===== src/rtl/game_flow_pkg.sv =====
// -----------------------------------------------------------------------------
// game_flow_pkg
// Shared definitions for the game flow controller:
//   - game_state_t   : MENU / PLAY / OVER state encoding
//   - SEL_BACKGROUND : obstacle mux select value meaning "background only"
//   - LFSR_SEED/TAPS : reset value and feedback taps of the optional 8-bit
//                      LFSR (x^8 + x^6 + x^5 + x^4 + 1)
// No ports (package).
// -----------------------------------------------------------------------------
package game_flow_pkg;

    typedef enum logic [1:0] {
        MENU = 2'd0,
        PLAY = 2'd1,
        OVER = 2'd2
    } game_state_t;

    localparam logic [3:0] SEL_BACKGROUND = 4'd0;

    localparam logic [7:0] LFSR_SEED = 8'hA5;
    // Bits 7,5,4,3 of a left-shifting Fibonacci register realise
    // x^8 + x^6 + x^5 + x^4 + 1.
    localparam logic [7:0] LFSR_TAPS = 8'hB8;

endpackage


===== src/rtl/game_flow_ctrl_if.sv =====
// -----------------------------------------------------------------------------
// game_flow_ctrl_if
// Bundles the game flow controller's player/video inputs and its status
// outputs.
//   master : the environment (drives vsync_in, game_start, menu_req, hit_in)
//   slave  : the controller (drives obstacle_mux_select, game_on, hp,
//            invulnerable, game_over, state_dbg)
// Signalling: there is no valid/ready handshake on this bundle. Every input
// is level-sampled on each rising pclk edge, and every output is a register
// that is valid on every cycle; the consumer never stalls the controller.
// state_dbg mirrors the FSM state register for observation.
// -----------------------------------------------------------------------------
interface game_flow_ctrl_if;
    import game_flow_pkg::*;

    logic        vsync_in;
    logic        game_start;
    logic        menu_req;
    logic        hit_in;
    logic [3:0]  obstacle_mux_select;
    logic        game_on;
    logic [3:0]  hp;
    logic        invulnerable;
    logic        game_over;
    game_state_t state_dbg;

    modport master (
        output vsync_in, game_start, menu_req, hit_in,
        input  obstacle_mux_select, game_on, hp, invulnerable, game_over,
               state_dbg
    );

    modport slave (
        input  vsync_in, game_start, menu_req, hit_in,
        output obstacle_mux_select, game_on, hp, invulnerable, game_over,
               state_dbg
    );

endinterface


===== src/rtl/game_flow_lfsr.sv =====
// -----------------------------------------------------------------------------
// game_flow_lfsr
// Free-running 8-bit Fibonacci LFSR (x^8 + x^6 + x^5 + x^4 + 1), seeded with
// LFSR_SEED at reset and stepping every cycle. Only built when
// GAME_FLOW_RANDOM_EN is defined.
// Ports:
//   pclk      in   clock
//   rst_n     in   asynchronous active-low reset
//   lfsr_lo_o out  low nibble of the register (candidate obstacle index)
// -----------------------------------------------------------------------------
`ifdef GAME_FLOW_RANDOM_EN
module game_flow_lfsr
    import game_flow_pkg::*;
(
    input  logic       pclk,
    input  logic       rst_n,
    output logic [3:0] lfsr_lo_o
);

    logic [7:0] lfsr_q;
    logic       feedback;

    assign feedback = ^(lfsr_q & LFSR_TAPS);

    always_ff @(posedge pclk or negedge rst_n) begin
        if (!rst_n) begin
            lfsr_q <= LFSR_SEED;
        end else begin
            lfsr_q <= {lfsr_q[6:0], feedback};
        end
    end

    assign lfsr_lo_o = lfsr_q[3:0];

endmodule
`endif


===== src/rtl/game_flow_ctrl.sv =====
// -----------------------------------------------------------------------------
// game_flow_ctrl
// Game flow state machine (MENU / PLAY / OVER) paced by VGA frames. In PLAY
// it walks through obstacle channels every STAGE_FRAMES frames, counts hit
// points down on hits and runs an invulnerability window after each hit.
// Optional feature macro: GAME_FLOW_RANDOM_EN -- when defined, a stage
// advance picks the next obstacle from a free-running LFSR instead of
// stepping sequentially.
// Ports:
//   pclk   in  pixel clock, all logic on its rising edge
//   rst_n  in  asynchronous active-low reset
//   bus    game_flow_ctrl_if.slave: vsync_in, game_start, menu_req, hit_in in;
//          obstacle_mux_select, game_on, hp, invulnerable, game_over,
//          state_dbg out (all registered)
// -----------------------------------------------------------------------------
module game_flow_ctrl
    import game_flow_pkg::*;
#(
    parameter int N_OBSTACLES   = 4,
    parameter int STAGE_FRAMES  = 600,
    parameter int INVULN_FRAMES = 60,
    parameter int HP_MAX        = 3
) (
    input  logic             pclk,
    input  logic             rst_n,
    game_flow_ctrl_if.slave  bus
);

    localparam int TW = (STAGE_FRAMES > 1) ? $clog2(STAGE_FRAMES) : 1;
    localparam int IW = $clog2(INVULN_FRAMES + 1);

    localparam logic [TW-1:0] TIMER_LAST = TW'(STAGE_FRAMES - 1);
    localparam logic [IW-1:0] INV_LOAD   = IW'(INVULN_FRAMES);
    localparam logic [3:0]    IDX_LAST   = 4'(N_OBSTACLES - 1);
    localparam logic [3:0]    HP_INIT    = 4'(HP_MAX);

    // Frame tick: vsync rising edge, registered. armed_q blocks an edge
    // until vsync has been seen low once after reset, so a vsync that is
    // already high when reset releases does not count as a frame.
    logic vsync_q, armed_q, tick_q;

    game_state_t   state_q, state_d;
    logic [3:0]    hp_q, hp_d;
    logic [3:0]    idx_q, idx_d;
    logic [TW-1:0] timer_q, timer_d;
    logic [IW-1:0] inv_q, inv_d;

    logic [3:0] sel_q;
    logic       game_on_q, inv_flag_q, over_q;

    logic [3:0] seq_idx, adv_idx;

    assign seq_idx = (idx_q == IDX_LAST) ? 4'd0 : idx_q + 4'd1;

`ifdef GAME_FLOW_RANDOM_EN
    logic [3:0] lfsr_lo;

    game_flow_lfsr u_lfsr (
        .pclk      (pclk),
        .rst_n     (rst_n),
        .lfsr_lo_o (lfsr_lo)
    );

    // Out-of-range LFSR values fall back to the sequential step.
    assign adv_idx = (lfsr_lo < 4'(N_OBSTACLES)) ? lfsr_lo : seq_idx;
`else
    assign adv_idx = seq_idx;
`endif

    always_comb begin
        state_d = state_q;
        hp_d    = hp_q;
        idx_d   = idx_q;
        timer_d = timer_q;
        inv_d   = inv_q;
        if (bus.menu_req) begin
            state_d = MENU;
            inv_d   = '0;
        end else begin
            case (state_q)
                PLAY: begin
                    if (tick_q) begin
                        if (timer_q == TIMER_LAST) begin
                            timer_d = '0;
                            idx_d   = adv_idx;
                        end else begin
                            timer_d = timer_q + 1'b1;
                        end
                        if (inv_q != '0) begin
                            inv_d = inv_q - 1'b1;
                        end
                    end
                    // Eligibility uses the counter value before this
                    // cycle's frame decrement.
                    if (bus.hit_in && (inv_q == '0)) begin
                        if (hp_q <= 4'd1) begin
                            hp_d    = 4'd0;
                            state_d = OVER;
                            inv_d   = '0;
                        end else begin
                            hp_d  = hp_q - 4'd1;
                            inv_d = INV_LOAD;
                        end
                    end
                end
                default: begin
                    if (bus.game_start) begin
                        state_d = PLAY;
                        hp_d    = HP_INIT;
                        idx_d   = 4'd0;
                        timer_d = '0;
                        inv_d   = '0;
                    end
                end
            endcase
        end
    end

    always_ff @(posedge pclk or negedge rst_n) begin
        if (!rst_n) begin
            vsync_q    <= 1'b0;
            armed_q    <= 1'b0;
            tick_q     <= 1'b0;
            state_q    <= MENU;
            hp_q       <= HP_INIT;
            idx_q      <= 4'd0;
            timer_q    <= '0;
            inv_q      <= '0;
            sel_q      <= SEL_BACKGROUND;
            game_on_q  <= 1'b0;
            inv_flag_q <= 1'b0;
            over_q     <= 1'b0;
        end else begin
            vsync_q    <= bus.vsync_in;
            armed_q    <= armed_q | ~bus.vsync_in;
            tick_q     <= bus.vsync_in & ~vsync_q & armed_q;
            state_q    <= state_d;
            hp_q       <= hp_d;
            idx_q      <= idx_d;
            timer_q    <= timer_d;
            inv_q      <= inv_d;
            // Outputs are computed from next-state so they line up with
            // the state registers on the same cycle.
            sel_q      <= (state_d == PLAY) ? idx_d + 4'd1 : SEL_BACKGROUND;
            game_on_q  <= (state_d == PLAY);
            inv_flag_q <= (inv_d != '0);
            over_q     <= (state_d == OVER);
        end
    end

    assign bus.obstacle_mux_select = sel_q;
    assign bus.game_on             = game_on_q;
    assign bus.hp                  = hp_q;
    assign bus.invulnerable        = inv_flag_q;
    assign bus.game_over           = over_q;
    assign bus.state_dbg           = state_q;

endmodule


===== src/flat_wrapper.sv =====
// flat-port wrapper written by rule: the top's interface ports become plain ports
module game_flow_ctrl_flat import game_flow_pkg::*;
#(
    parameter int N_OBSTACLES   = 4,
    parameter int STAGE_FRAMES  = 600,
    parameter int INVULN_FRAMES = 60,
    parameter int HP_MAX        = 3
)
  (pclk, rst_n, bus_vsync_in, bus_game_start, bus_menu_req, bus_hit_in, bus_obstacle_mux_select, bus_game_on, bus_hp, bus_invulnerable, bus_game_over, bus_state_dbg);
  game_flow_ctrl_if bus_i ();
  input  logic pclk;
  input  logic rst_n;
  input wire logic [$bits(bus_i.vsync_in)-1:0] bus_vsync_in;
  input wire logic [$bits(bus_i.game_start)-1:0] bus_game_start;
  input wire logic [$bits(bus_i.menu_req)-1:0] bus_menu_req;
  input wire logic [$bits(bus_i.hit_in)-1:0] bus_hit_in;
  output wire logic [$bits(bus_i.obstacle_mux_select)-1:0] bus_obstacle_mux_select;
  output wire logic [$bits(bus_i.game_on)-1:0] bus_game_on;
  output wire logic [$bits(bus_i.hp)-1:0] bus_hp;
  output wire logic [$bits(bus_i.invulnerable)-1:0] bus_invulnerable;
  output wire logic [$bits(bus_i.game_over)-1:0] bus_game_over;
  output wire logic [$bits(bus_i.state_dbg)-1:0] bus_state_dbg;
  assign bus_i.vsync_in = bus_vsync_in;
  assign bus_i.game_start = bus_game_start;
  assign bus_i.menu_req = bus_menu_req;
  assign bus_i.hit_in = bus_hit_in;
  assign bus_obstacle_mux_select = bus_i.obstacle_mux_select;
  assign bus_game_on = bus_i.game_on;
  assign bus_hp = bus_i.hp;
  assign bus_invulnerable = bus_i.invulnerable;
  assign bus_game_over = bus_i.game_over;
  assign bus_state_dbg = bus_i.state_dbg;
  game_flow_ctrl #(.N_OBSTACLES(N_OBSTACLES), .STAGE_FRAMES(STAGE_FRAMES), .INVULN_FRAMES(INVULN_FRAMES), .HP_MAX(HP_MAX)) u_core (.pclk(pclk), .rst_n(rst_n), .bus(bus_i));
endmodule

===== config.mk =====
export PLATFORM = sky130hd
export DESIGN_NAME = game_flow_ctrl_flat
export DESIGN_NICKNAME = d
export VERILOG_FILES = /design/src/rtl/game_flow_pkg.sv /design/src/rtl/game_flow_ctrl_if.sv /design/src/rtl/game_flow_lfsr.sv /design/src/rtl/game_flow_ctrl.sv /design/src/flat_wrapper.sv
export SDC_FILE = /design/constraint.sdc
export NUM_CORES = 1
export LEC_CHECK = 0
export BUFFER_PORTS_ARGS = -buffer_cell sky130_fd_sc_hd__buf_2
export CORE_MARGIN = 2
export CORE_UTILIZATION = 57
export CTS_BUF_LIST = sky130_fd_sc_hd__clkbuf_8 sky130_fd_sc_hd__clkbuf_16
export CTS_CLUSTER_SIZE = 25
export DETAILED_ROUTE_END_ITERATION = 6
export PLACE_DENSITY = 0.86
export SKIP_LAST_GASP = 1
export SYNTH_ARGS = -nofsm -noshare
export SYNTH_HDL_FRONTEND = slang
export SYNTH_HIERARCHICAL = 1
export SYNTH_SLANG_ARGS = --single-unit

===== constraint.sdc =====
create_clock -name pclk -period 2.8 [get_ports pclk]
set_input_delay 0.42 -clock pclk [delete_from_list [all_inputs] [get_ports pclk]]
set_output_delay 0.42 -clock pclk [all_outputs]
set_load 0.05 [all_outputs]

== Word-level counts from Yosys, hierarchy flattened ==
Index checks and enable logic that the tools add are counted.
Word-level totals
  output and inout port bits: 13
  bits in registers: 36
  input bits: 6
Cells by class
  add/sub/neg operators: 5
  reduce and logical (&&, ||, !) cells: 7
  magnitude comparators: 1
  multiplexer cells: 27
  bitwise logic cells: 6
  equal/unequal tests: 7
Operator list (number)
  $mux W4: 11
  $mux W6: 7
  $mux W10: 4
  $reduce_bool A6 Y1: 2
  $add A10 B1 Y10 const B: 1
  $eq A10 B10 Y1 const B: 1
  $mux W2: 5
  $add A4 B1 Y4 const B: 2
  $logic_not A6 Y1: 1
  $reduce_and A3 Y1: 2
  $sub A6 B1 Y6 const B: 1
  $eq A2 B1 Y1 const B: 2
  $eq A4 B2 Y1 const B: 1
  $le A4 B1 Y1 const B: 1
  $ne A2 B1 Y1 const B: 2
  $sub A4 B1 Y4 const B: 1
  $not A1 Y1: 3
  $and A1 B1 Y1: 2
  $eq A2 B2 Y1 const B: 1
  $reduce_bool A2 Y1: 1
  $logic_and A1 B1 Y1: 1
  $or A1 B1 Y1: 1

== Logic depth before layout (Yosys ltp) ==
  depth after elaboration: 8
  gate-level depth with buffers: 9

== Least setup slack after synthesis ==
OpenSTA, ideal clock, no wires.
  kind: flip-flop to flip-flop
  start: reg u_core.hp_q[0] (netlist: u_core/bus.hp[0])
  end: reg u_core.inv_flag_q (netlist: u_core/bus.invulnerable)
  required time: 2661 ps
  stages on the path, launching flop included: 8
  data arrival time: 2222 ps
  slack: 439 ps
  path through: dfstp_2 -> ha_1 -> nor2_1 -> nor3_1 -> a21oi_1 -> a22o_1 -> nor2_1 -> or4b_1
On the way
  cells in the longest elaborated chain, start to end: 6
RTL lines
  start, declared: RTL line game_flow_ctrl.sv:43  | logic [3:0] hp_q, hp_d;
  start signal, assigned: RTL line game_flow_ctrl.sv:138  | hp_q <= hp_d;
  $le A4 B1 Y1: RTL line game_flow_ctrl.sv:96  | if (hp_q <= 4'd1) begin
  $mux W6: RTL line game_flow_ctrl.sv:96
  $mux W6: RTL line game_flow_ctrl.sv:95  | if (bus.hit_in && (inv_q == '0)) begin
  $mux W6: RTL line game_flow_ctrl.sv:80  | case (state_q)
  $mux W6: RTL line game_flow_ctrl.sv:76  | if (bus.menu_req) begin
  named net u_core.inv_d[4]: RTL line game_flow_ctrl.sv:46  | logic [IW-1:0] inv_q, inv_d;
  $reduce_bool A6 Y1: RTL line game_flow_ctrl.sv:146  | inv_flag_q <= (inv_d != '0);
  end signal, assigned: RTL line game_flow_ctrl.sv:146
  end, declared: RTL line game_flow_ctrl.sv:49  | logic game_on_q, inv_flag_q, over_q;
The timed path passes the listed nets, and every way through them passes these cells.
A chain may end at the register's enable or synchronous reset.

== Worst setup path after layout ==
  start: reg u_core.inv_q[0]
  end: reg u_core.inv_flag_q (netlist: u_core/bus.invulnerable)
On the way
  cells in the longest elaborated chain, start to end: 7
RTL lines
  start, declared: RTL line game_flow_ctrl.sv:46
  start signal, assigned: RTL line game_flow_ctrl.sv:141  | inv_q <= inv_d;
  $sub A6 B1 Y6 / $reduce_bool A6 Y1 (equally long branches): RTL line game_flow_ctrl.sv:90, game_flow_ctrl.sv:89
  $mux W6: RTL line game_flow_ctrl.sv:89  | if (inv_q != '0) begin
  $mux W6: RTL line game_flow_ctrl.sv:82  | if (tick_q) begin
  $mux W6: RTL line game_flow_ctrl.sv:95
  $mux W6 *: RTL line game_flow_ctrl.sv:80
  $mux W6 *: RTL line game_flow_ctrl.sv:76
  $reduce_bool A6 Y1 *: RTL line game_flow_ctrl.sv:146
Mark *: on every way between the ends. The rest lies on a longest branch, timed or not.

==> results.ini <==
[run_status]
status = finished, final reports clean

[die]
die_area_mm2 = 0.00381
core_area_mm2 = 0.00310
die_w_um = 61.8
initial_core_util_pct = 61.3
placementRows = 20
die_height_um = 61.8
pin_count = 19

[timing]
tns_ns = 0
period_needed_ns = 2.34
slew_headroom_pct = 49.8
hold_viol = 0
final_min_period_over_clock_period_pct = 83.7
final-setup-viol-count = 0
rsz0062_at_grt = false
fin_skew_ns = 0.00641
max_freq_mhz = 427
setup_slack_ns = 0.456
tightest_slew_ns = 0.753
finalMaxSlewViolations = 0

[critical_path]
critPathMaxFanout = 9
reg2reg_depth = 8
crit_type = flip-flop to flip-flop
r2r_slack_ns = 0.46
critPathLaunchType = flip-flop
critPathArrivalTime_ns = 2.50
reg2reg_from = u_core/inv_q[0]
crit_required_ns = 2.96
r2r-end = u_core/bus.invulnerable
cp-end-kind = flip-flop

[clock_network]
root_buffer = clkbuf_8
cts-htree-levels = 2
clock-sinks = 36
clk_pin_slew_ns = 0.07
holdBufCountCts = 0
clockBufferDepth = 2
post_cts_buffers = 0
cts_buffers = 5
cts_tree = built
cts.repair.resized = 0
insertion_delay_ns = 0.29

[global_routing]
grt_pass1_wl_mm = 6.47
grt_pass1_vias = 1475
grt_max_degree = 37
grt-ovfl-total = 0
antenna_found_initial = 0
track_usage_pct = 23.5

[drt]
via_count = 1586
drc = 0
avgViaCountPerCell = 5.81
drt_iter0_markers = 98
wl_mm = 3.83
wl_per_cell_um = 14.0
ant_nets = 0
drt_pass1_iterations = 4

[synthesis]
ys_seq_area_share_pct = 47.5
synthTopCellsByArea = dfrtp_1 45%, nor2_1 4.9%, ha_1 3.9%
ys_seq_elements = 36
yosysMostFrequentCell = dfrtp_1
synth_top_area_share_pct = 44.7
ys_warn_count = 6
ys.flop_type = dfrtp_1
synthTopCellsByCount = 34 x dfrtp_1, 25 x nor2_1, 19 x nand2_1, 14 x o21ai_0, 11 x nor3_1
synth.avg_cell_area_um2 = 9.28
synthesis.area_mm2 = 0.00190
yosysUniqueCellTypes = 44
synth_top_area_cell = dfrtp_1
synth_edf_count = 0
syn_nets = 217
synthCells = 205
postSynth.asyncResetShare_pct = 100

[run]
drv_cap = 0

[power_and_ir_drop]
p_leak_nw = 1.06
powerDensity_mw_per_mm2 = 620
peakVddDrop_uv = 462

[place]
dp_hpwl_mm = 2.85
port_buffers = 18
gp_congestion = 0.834
dpl_worst_slack_ns = 0.483
placed_cells = 265

[cells_and_area]
final_cells = 273
area_growth_pct = 12.5
n_antenna_cell = 0
nets = 240
nFillCells = 262
layout-drive-gt1-share_pct = 15.3

[min_path]
hold_path.class = input port to asynchronous set/reset pin

kinds of logic after synthesis:
| family | Yosys count | synth area share [%] |
|---|---|---|
| fa+ha+maj | 6 | 3.95 |
| mux | 2 | 1.05 |
| compound gates | 39 | 13.0 |
| buf+inv | 12 | 2.63 |
| simple gates | 102 | 28.2 |
| flops | 36 | 47.5 |
| xor+xnor | 8 | 3.68 |
worst max-delay path, stage by stage (launching register included):
cell     delay (ns)
dfrtp_1        0.42
inv_1          0.09
ha_1           0.21
nor2b_1        0.21
nand3_1        0.27
a31o_2         0.34
a21oi_1        0.12
nor3_1         0.06
or4b_1         0.48
final cells by class:
type	count	area [um2]	share of cell area, %
well taps	44	55.1	2.57
inverters	6	22.5	1.05
repair buffers	22	120	5.61
multi-input cells	157	948	44.3
clock buffers	6	82.6	3.86
flip-flops and latches	36	903	42.2
clock inverters	2	7.51	0.351
where the power goes:
part	leakage [nW]	internal (mW)	switching, mW
combinational	0.523	0.110	0.245
clock	0.0538	0.193	0.172
sequential	0.480	0.566	0.0393
metrics by stage:
step | total power [mW] | hold WS, ns | area (um2) | util, %
3_3_place_gp | 0.958 | 0.387 | 2050 | 66.0
5_1_grt | 1.41 | 0.253 | 2140 | 69.0
4_1_cts | 1.34 | 0.220 | 2140 | 69.0
3_5_place_dp | 0.967 | 0.407 | 2050 | 66.0
2_1_floorplan | 0.865 | 0.124 | 1900 | -
6_report | 1.33 | 0.190 | 2140 | 69.0
cells in the final DEF, fill, tap and decap left out, types with 2 or more instances in the layout:
master,instances
xor2_1,7
dfrtp_1,34
or3_1,2
clkbuf_8,6
inv_1,8
buf_2,18
o21ai_0,14
dfstp_2,2
nand2b_1,4
nor2b_1,5
ha_1,6
a22o_1,2
mux2i_1,2
or4_1,2
nor2_1,25
nand3_1,9
a21oi_1,8
nand2_1,19
o31ai_1,3
buf_4,4
and3_1,8
a32oi_1,2
nor3_1,11
nand4_1,8
flip-flops by register name, indices dropped and copies added (netlist names):
| signal | cells |
|---|---|
| u_core/inv_q | 6 |
| u_core/armed_q | 1 |
| u_core/tick_q | 1 |
| u_core/bus.obstacle_mux_select | 4 |
| u_core/bus.game_over | 1 |
| u_core/bus.hp | 4 |
| u_core/vsync_q | 1 |
| u_core/idx_q | 4 |
| u_core/bus.game_on | 1 |
| u_core/timer_q | 10 |
| u_core/bus.state_dbg | 2 |
| u_core/bus.invulnerable | 1 |
worst max path at each step:
stage               cells past startpoint                       to  slack [ns]        startpoint
floorplan                               7  u_core/bus.invulnerable        0.44  u_core/bus.hp[0]
global placement                        5  u_core/bus.invulnerable        0.55   u_core/inv_q[2]
detailed placement                      8  u_core/bus.invulnerable        0.48   u_core/inv_q[0]
CTS                                     8  u_core/bus.invulnerable        0.47   u_core/inv_q[0]
global route                            8  u_core/bus.invulnerable        0.30   u_core/inv_q[0]
finish                                  8  u_core/bus.invulnerable        0.46   u_core/inv_q[0]
routing by layer:
metal  vias up  global-route usage [%]  routed length [um]
li1        786                       -                   -
met1       761                    30.7                1760
met2        33                    36.7                1850
met3         6                    6.42                 155
met4         0                    10.9                  65
met5         -                       0                   0
(Power assumes the default switching activity.)
